--- src/rtl/fifo_stream_reader.sv ---
// Drains a synchronous FIFO into a valid/ready stream. A 3-entry buffer absorbs
// the FIFO's one-cycle read latency so m_ready never reaches fifo_r_en combinationally.
module fifo_stream_reader #(
  parameter int WIDTH = 8,
  parameter int CNT_W = 16
) (
  input  logic             clk,
  input  logic             rst,
  input  logic             en,
  input  logic             fifo_empty,
  input  logic [WIDTH-1:0] fifo_data,
  output logic             fifo_r_en,
  output logic             m_valid,
  output logic [WIDTH-1:0] m_data,
  input  logic             m_ready,
  output logic [CNT_W-1:0] words_out,
  output logic             busy
);

  logic [WIDTH-1:0] buf_q [3];
  logic [WIDTH-1:0] buf_d [3];
  logic [1:0]       wr_ptr_q, wr_ptr_d;
  logic [1:0]       rd_ptr_q, rd_ptr_d;
  logic [1:0]       occ_q, occ_d;
  logic             inflight_q, inflight_d;
  logic [CNT_W-1:0] words_out_q, words_out_d;
  logic             pop_s;
  logic [2:0]       credit_s;

  function automatic logic [1:0] ptr_inc(input logic [1:0] p);
    if (p == 2'd2) begin
      return 2'd0;
    end else begin
      return p + 2'd1;
    end
  endfunction

  // Read issue, stream outputs and status, all from registered state.
  always_comb begin
    // Words already read but not yet delivered; a new read needs a free slot.
    credit_s  = {1'b0, occ_q} + {2'b00, inflight_q};
    fifo_r_en = en && !rst && !fifo_empty && (credit_s < 3'd3);
    m_valid   = (occ_q != 2'd0);
    case (rd_ptr_q)
      2'd1:    m_data = buf_q[1];
      2'd2:    m_data = buf_q[2];
      default: m_data = buf_q[0];
    endcase
    pop_s     = m_valid && m_ready;
    busy      = m_valid || inflight_q;
    words_out = words_out_q;
  end

  // Next-state: capture the in-flight word, pop on handshake, track occupancy.
  always_comb begin
    buf_d       = buf_q;
    wr_ptr_d    = wr_ptr_q;
    rd_ptr_d    = rd_ptr_q;
    words_out_d = words_out_q;
    inflight_d  = fifo_r_en;
    if (inflight_q) begin
      case (wr_ptr_q)
        2'd0:    buf_d[0] = fifo_data;
        2'd1:    buf_d[1] = fifo_data;
        2'd2:    buf_d[2] = fifo_data;
        default: buf_d[0] = buf_q[0];
      endcase
      wr_ptr_d = ptr_inc(wr_ptr_q);
    end else begin
      wr_ptr_d = wr_ptr_q;
    end
    if (pop_s) begin
      rd_ptr_d    = ptr_inc(rd_ptr_q);
      words_out_d = words_out_q + {{(CNT_W-1){1'b0}}, 1'b1};
    end else begin
      rd_ptr_d    = rd_ptr_q;
    end
    occ_d = occ_q + {1'b0, inflight_q} - {1'b0, pop_s};
  end

  // State registers with synchronous reset.
  always_ff @(posedge clk) begin
    if (rst) begin
      for (int i = 0; i < 3; i++) begin
        buf_q[i] <= '0;
      end
      wr_ptr_q    <= 2'd0;
      rd_ptr_q    <= 2'd0;
      occ_q       <= 2'd0;
      inflight_q  <= 1'b0;
      words_out_q <= '0;
    end else begin
      for (int i = 0; i < 3; i++) begin
        buf_q[i] <= buf_d[i];
      end
      wr_ptr_q    <= wr_ptr_d;
      rd_ptr_q    <= rd_ptr_d;
      occ_q       <= occ_d;
      inflight_q  <= inflight_d;
      words_out_q <= words_out_d;
    end
  end

endmodule

--- config.mk ---
export PLATFORM = sky130hd
export DESIGN_NAME = fifo_stream_reader
export DESIGN_NICKNAME = d
export VERILOG_FILES = /design/src/rtl/fifo_stream_reader.sv
export SDC_FILE = /design/constraint.sdc
export NUM_CORES = 1
export LEC_CHECK = 0
export ABC_CLOCK_PERIOD_IN_PS = 2300
export BUFFER_PORTS_ARGS = -buffer_cell sky130_fd_sc_hd__buf_2
export CAP_MARGIN = 20
export CORE_MARGIN = 1.5
export CORE_UTILIZATION = 30
export CTS_CLUSTER_DIAMETER = 100
export DETAILED_ROUTE_END_ITERATION = 10
export PLACE_DENSITY = 0.46
export RECOVER_POWER = 25
export SETUP_SLACK_MARGIN = 0.3
export SKIP_CTS_REPAIR_TIMING = 1
export SYNTH_ARGS = -nofsm -noshare
export SYNTH_HDL_FRONTEND = slang
export SYNTH_SLANG_ARGS = --single-unit
--- constraint.sdc ---
create_clock -name clk -period 2.3 [get_ports clk]
set_clock_uncertainty 0.2 [all_clocks]
set_input_delay 0.23 -clock clk [delete_from_list [all_inputs] [get_ports clk]]
set_output_delay 0.23 -clock clk [all_outputs]
set_load 0.03 [all_outputs]
==> impl_summary.log <==
INFO  metric status = complete, but fails checks
INFO  metric failing_checks = negative hold slack
INFO  metric period_utilization = 93.8%
INFO  metric timing.final.crit_period = 2.16 ns
INFO  metric netlist.area_leader.share = 44.2%
INFO  metric pre_cts_ws = 0.244 ns
INFO  metric criticalPathCategory = reg2out
INFO  metric port_buffers = 39
INFO  metric dr_total_vias = 1706
INFO  metric holdWs = -0.00654 ns
INFO  metric hold_viol_final = 4
INFO  metric starting_density_of_the_core = 31.2%
INFO  metric cts_buffer_depth = 2
INFO  metric ys_ff_latch = 47
INFO  metric worst_ir_drop_vdd = 0.283 mV
INFO  metric setup-violations-final = 0
INFO  metric ant_nets = 0
INFO  metric gp_routability_congestion = 0.680
INFO  metric worst_slack = 0.142 ns
INFO  metric remaining_drc_errors = 0
INFO  metric synth.cells.most_frequent = sky130_fd_sc_hd__nor2_1 (51), sky130_fd_sc_hd__dfxtp_1 (47), sky130_fd_sc_hd__mux2i_1 (27)
INFO  metric timing.setup.tns = 0 ns
INFO  metric num_antenna_cells = 0
INFO  metric first_pass_iters = 4
INFO  metric crit_path_end_kind = primary output
INFO  metric die_span_in_y = 87.2 um
INFO  metric rsz_0062_raised_after_global_routing = yes
INFO  metric clock_sink_count = 47
INFO  metric static-leakage-power = 1.15 nW
INFO  metric place_area = 0.00245 sq mm
INFO  metric yosysWarnings = 0
INFO  metric async_reset_ff_share = 0%
INFO  metric powerDensity = 848 mW/mm^2
INFO  metric synth-edff-count = 0
INFO  metric dp_hpwl = 3060 um
INFO  metric wire_length_of_the_first_global_routing_pass = 7420 um
INFO  metric syn_inst = 230
INFO  metric finish.net_count = 300
INFO  metric globalRouteTotalUtil = 12.7%
INFO  metric first_global_vias = 1562
INFO  metric max-slew-margin-rel = 53.4%
INFO  metric synth.area.top_cells = sky130_fd_sc_hd__dfxtp_1 (44%), sky130_fd_sc_hd__mux2i_1 (13%), sky130_fd_sc_hd__nor2_1 (9.0%)
INFO  metric io_pins = 40
INFO  metric post_detailed_route_wirelength_per_cell = 12.4 um
INFO  metric htreeDepth = 2
INFO  metric gr-total-overflow = 0
INFO  metric synthesis.area = 0.00213 sq mm
INFO  metric cp_data_arrival_time = 1.73 ns
INFO  metric cts_buffers = 5
INFO  metric timing.hold.worst.class = in2reg
INFO  metric synth.net_count = 252
INFO  metric num_rows = 30
INFO  metric final-max-slew-violation-count = 0
INFO  metric synth.yosys.seq_area_share = 44.2%
INFO  metric clockRootBuffer = sky130_fd_sc_hd__clkbuf_8
INFO  metric timing.fmax = 463 MHz
INFO  metric area_growth_syn_to_layout = 26.6%
INFO  metric core-area = 0.00683 sq mm
INFO  metric highest_fanout_seen_on_the_critical_path = 2
INFO  metric tightest_slew = 0.695 ns
INFO  metric path_clk_slew = 0.08 ns
INFO  metric cts_tree = built
INFO  metric syn_avg_cell_area = 9.25 sq um
INFO  metric synth.lib_cells_used.distinct = 30
INFO  metric via_per_inst = 4.55
INFO  metric die_area = 0.00761 sq mm
INFO  metric floorplan.die.width = 87.2 um
INFO  metric clock_insertion_delay_worst_skew = 0.30 ns
INFO  metric start_kind = flop
INFO  metric cell_taking_the_most_area_after_synthesis = sky130_fd_sc_hd__dfxtp_1
INFO  metric worst-endpoint-required = 1.87 ns
INFO  metric first_iter_violations = 104
INFO  metric synth_top_flop_cell = sky130_fd_sc_hd__dfxtp_1
INFO  metric cap_viol_max_count = 0
INFO  metric antenna_found_initial = 0
INFO  metric drive_above_1_share = 22.6%
INFO  metric route.final.wire_length = 4640 um
INFO  metric final_design_area_no_fill = 0.00270 sq mm
INFO  metric final_core_util = 39.5%
INFO  metric grt_start_max_net_pins = 48
INFO  metric synth.most_common_cell = sky130_fd_sc_hd__nor2_1
-- final cells by class --
| class | count | area (sq um) |
|---|---|---|
| Tap cell | 96 | 120 |
| Clock buffer | 7 | 96.3 |
| Inverter | 9 | 36.3 |
| Timing Repair Buffer | 53 | 313 |
| Multi-Input combinational cell | 162 | 1170 |
| Clock inverter | 1 | 7.51 |
| Fill cell | 736 | 4140 |
| Sequential cell | 47 | 951 |
-- layer usage --
layer	part of all wire, %	global-route usage, %	vias up
met3	1.7	2.84	4
met1	51	16.1	807
met5	0	0	-
met2	46	20.5	15
met4	1.7	5.63	0
li1	-	-	880
-- registers in the layout, indices dropped and copies added (netlist names) --
register,cells
words_out,16
inflight_q,1
rd_ptr_q,2
wr_ptr_q,2
occ_q,2
buf_q,24
-- worst paths after layout --
kind	cells past startpoint	to	from	slack [ns]
worst min-delay path	3	inflight_q	fifo_empty	-0.007
worst max register to register	10	occ_q[1]	occ_q[0]	0.30
worst max-delay path	5	fifo_r_en	occ_q[0]	0.14
worst min register to register	2	buf_q[19]	buf_q[19]	0.30
-- where the power goes --
| part | internal (mW) | leakage, nW | switching, mW |
|---|---|---|---|
| sequential | 0.858 | 0.382 | 0.0476 |
| combinational | 0.338 | 0.713 | 0.482 |
| clock | 0.274 | 0.0505 | 0.286 |
-- logic make-up (layout without fill, tap and decap cells) --
group                    after synthesis  in the layout  synth area share, %
AO/OA/AOI/OAI                         30             30                 9.35
XOR/XNOR                              12             12                 4.94
adder cells (fa/ha/maj)                9              9                 5.29
buffers and inverters                 21             70                 3.88
flip-flops                            47             47                 44.2
multiplexers                          28             28                 13.2
AND/OR/NAND/NOR                       83             83                 19.1
-- layout by cell type, fill, tap and decap left out, types with 4 or more instances in the layout --
master / Yosys / routed
sky130_fd_sc_hd__ha_4: 0 / 5
sky130_fd_sc_hd__nor3_1: 4 / 4
sky130_fd_sc_hd__clkbuf_8: 0 / 7
sky130_fd_sc_hd__clkbuf_1: 8 / 16
sky130_fd_sc_hd__dfxtp_1: 47 / 43
sky130_fd_sc_hd__a21oi_1: 16 / 15
sky130_fd_sc_hd__xnor2_1: 10 / 10
sky130_fd_sc_hd__mux2i_1: 27 / 27
sky130_fd_sc_hd__inv_1: 9 / 7
sky130_fd_sc_hd__buf_2: 3 / 21
sky130_fd_sc_hd__a22oi_1: 8 / 8
sky130_fd_sc_hd__nor2_1: 51 / 51
sky130_fd_sc_hd__ha_1: 9 / 4
sky130_fd_sc_hd__buf_4: 0 / 10
sky130_fd_sc_hd__nand3_1: 5 / 5
sky130_fd_sc_hd__nand2_1: 6 / 5
-- metrics by stage --
step | instances | total power, mW
floorplan | 230 | 1.40
global placement | 359 | 1.60
detailed placement | 359 | 1.61
CTS | 367 | 2.17
global route | 375 | 2.42
finish | 375 | 2.29
-- worst max-delay path: stages, from the launching register on --
cell and delay (ns):
sky130_fd_sc_hd__dfxtp_1 0.34, sky130_fd_sc_hd__ha_4 0.17, sky130_fd_sc_hd__ha_4 0.14, sky130_fd_sc_hd__or4b_4 0.51, sky130_fd_sc_hd__a21oi_2 0.13, sky130_fd_sc_hd__buf_6 0.14
(Power assumes the default switching activity.)
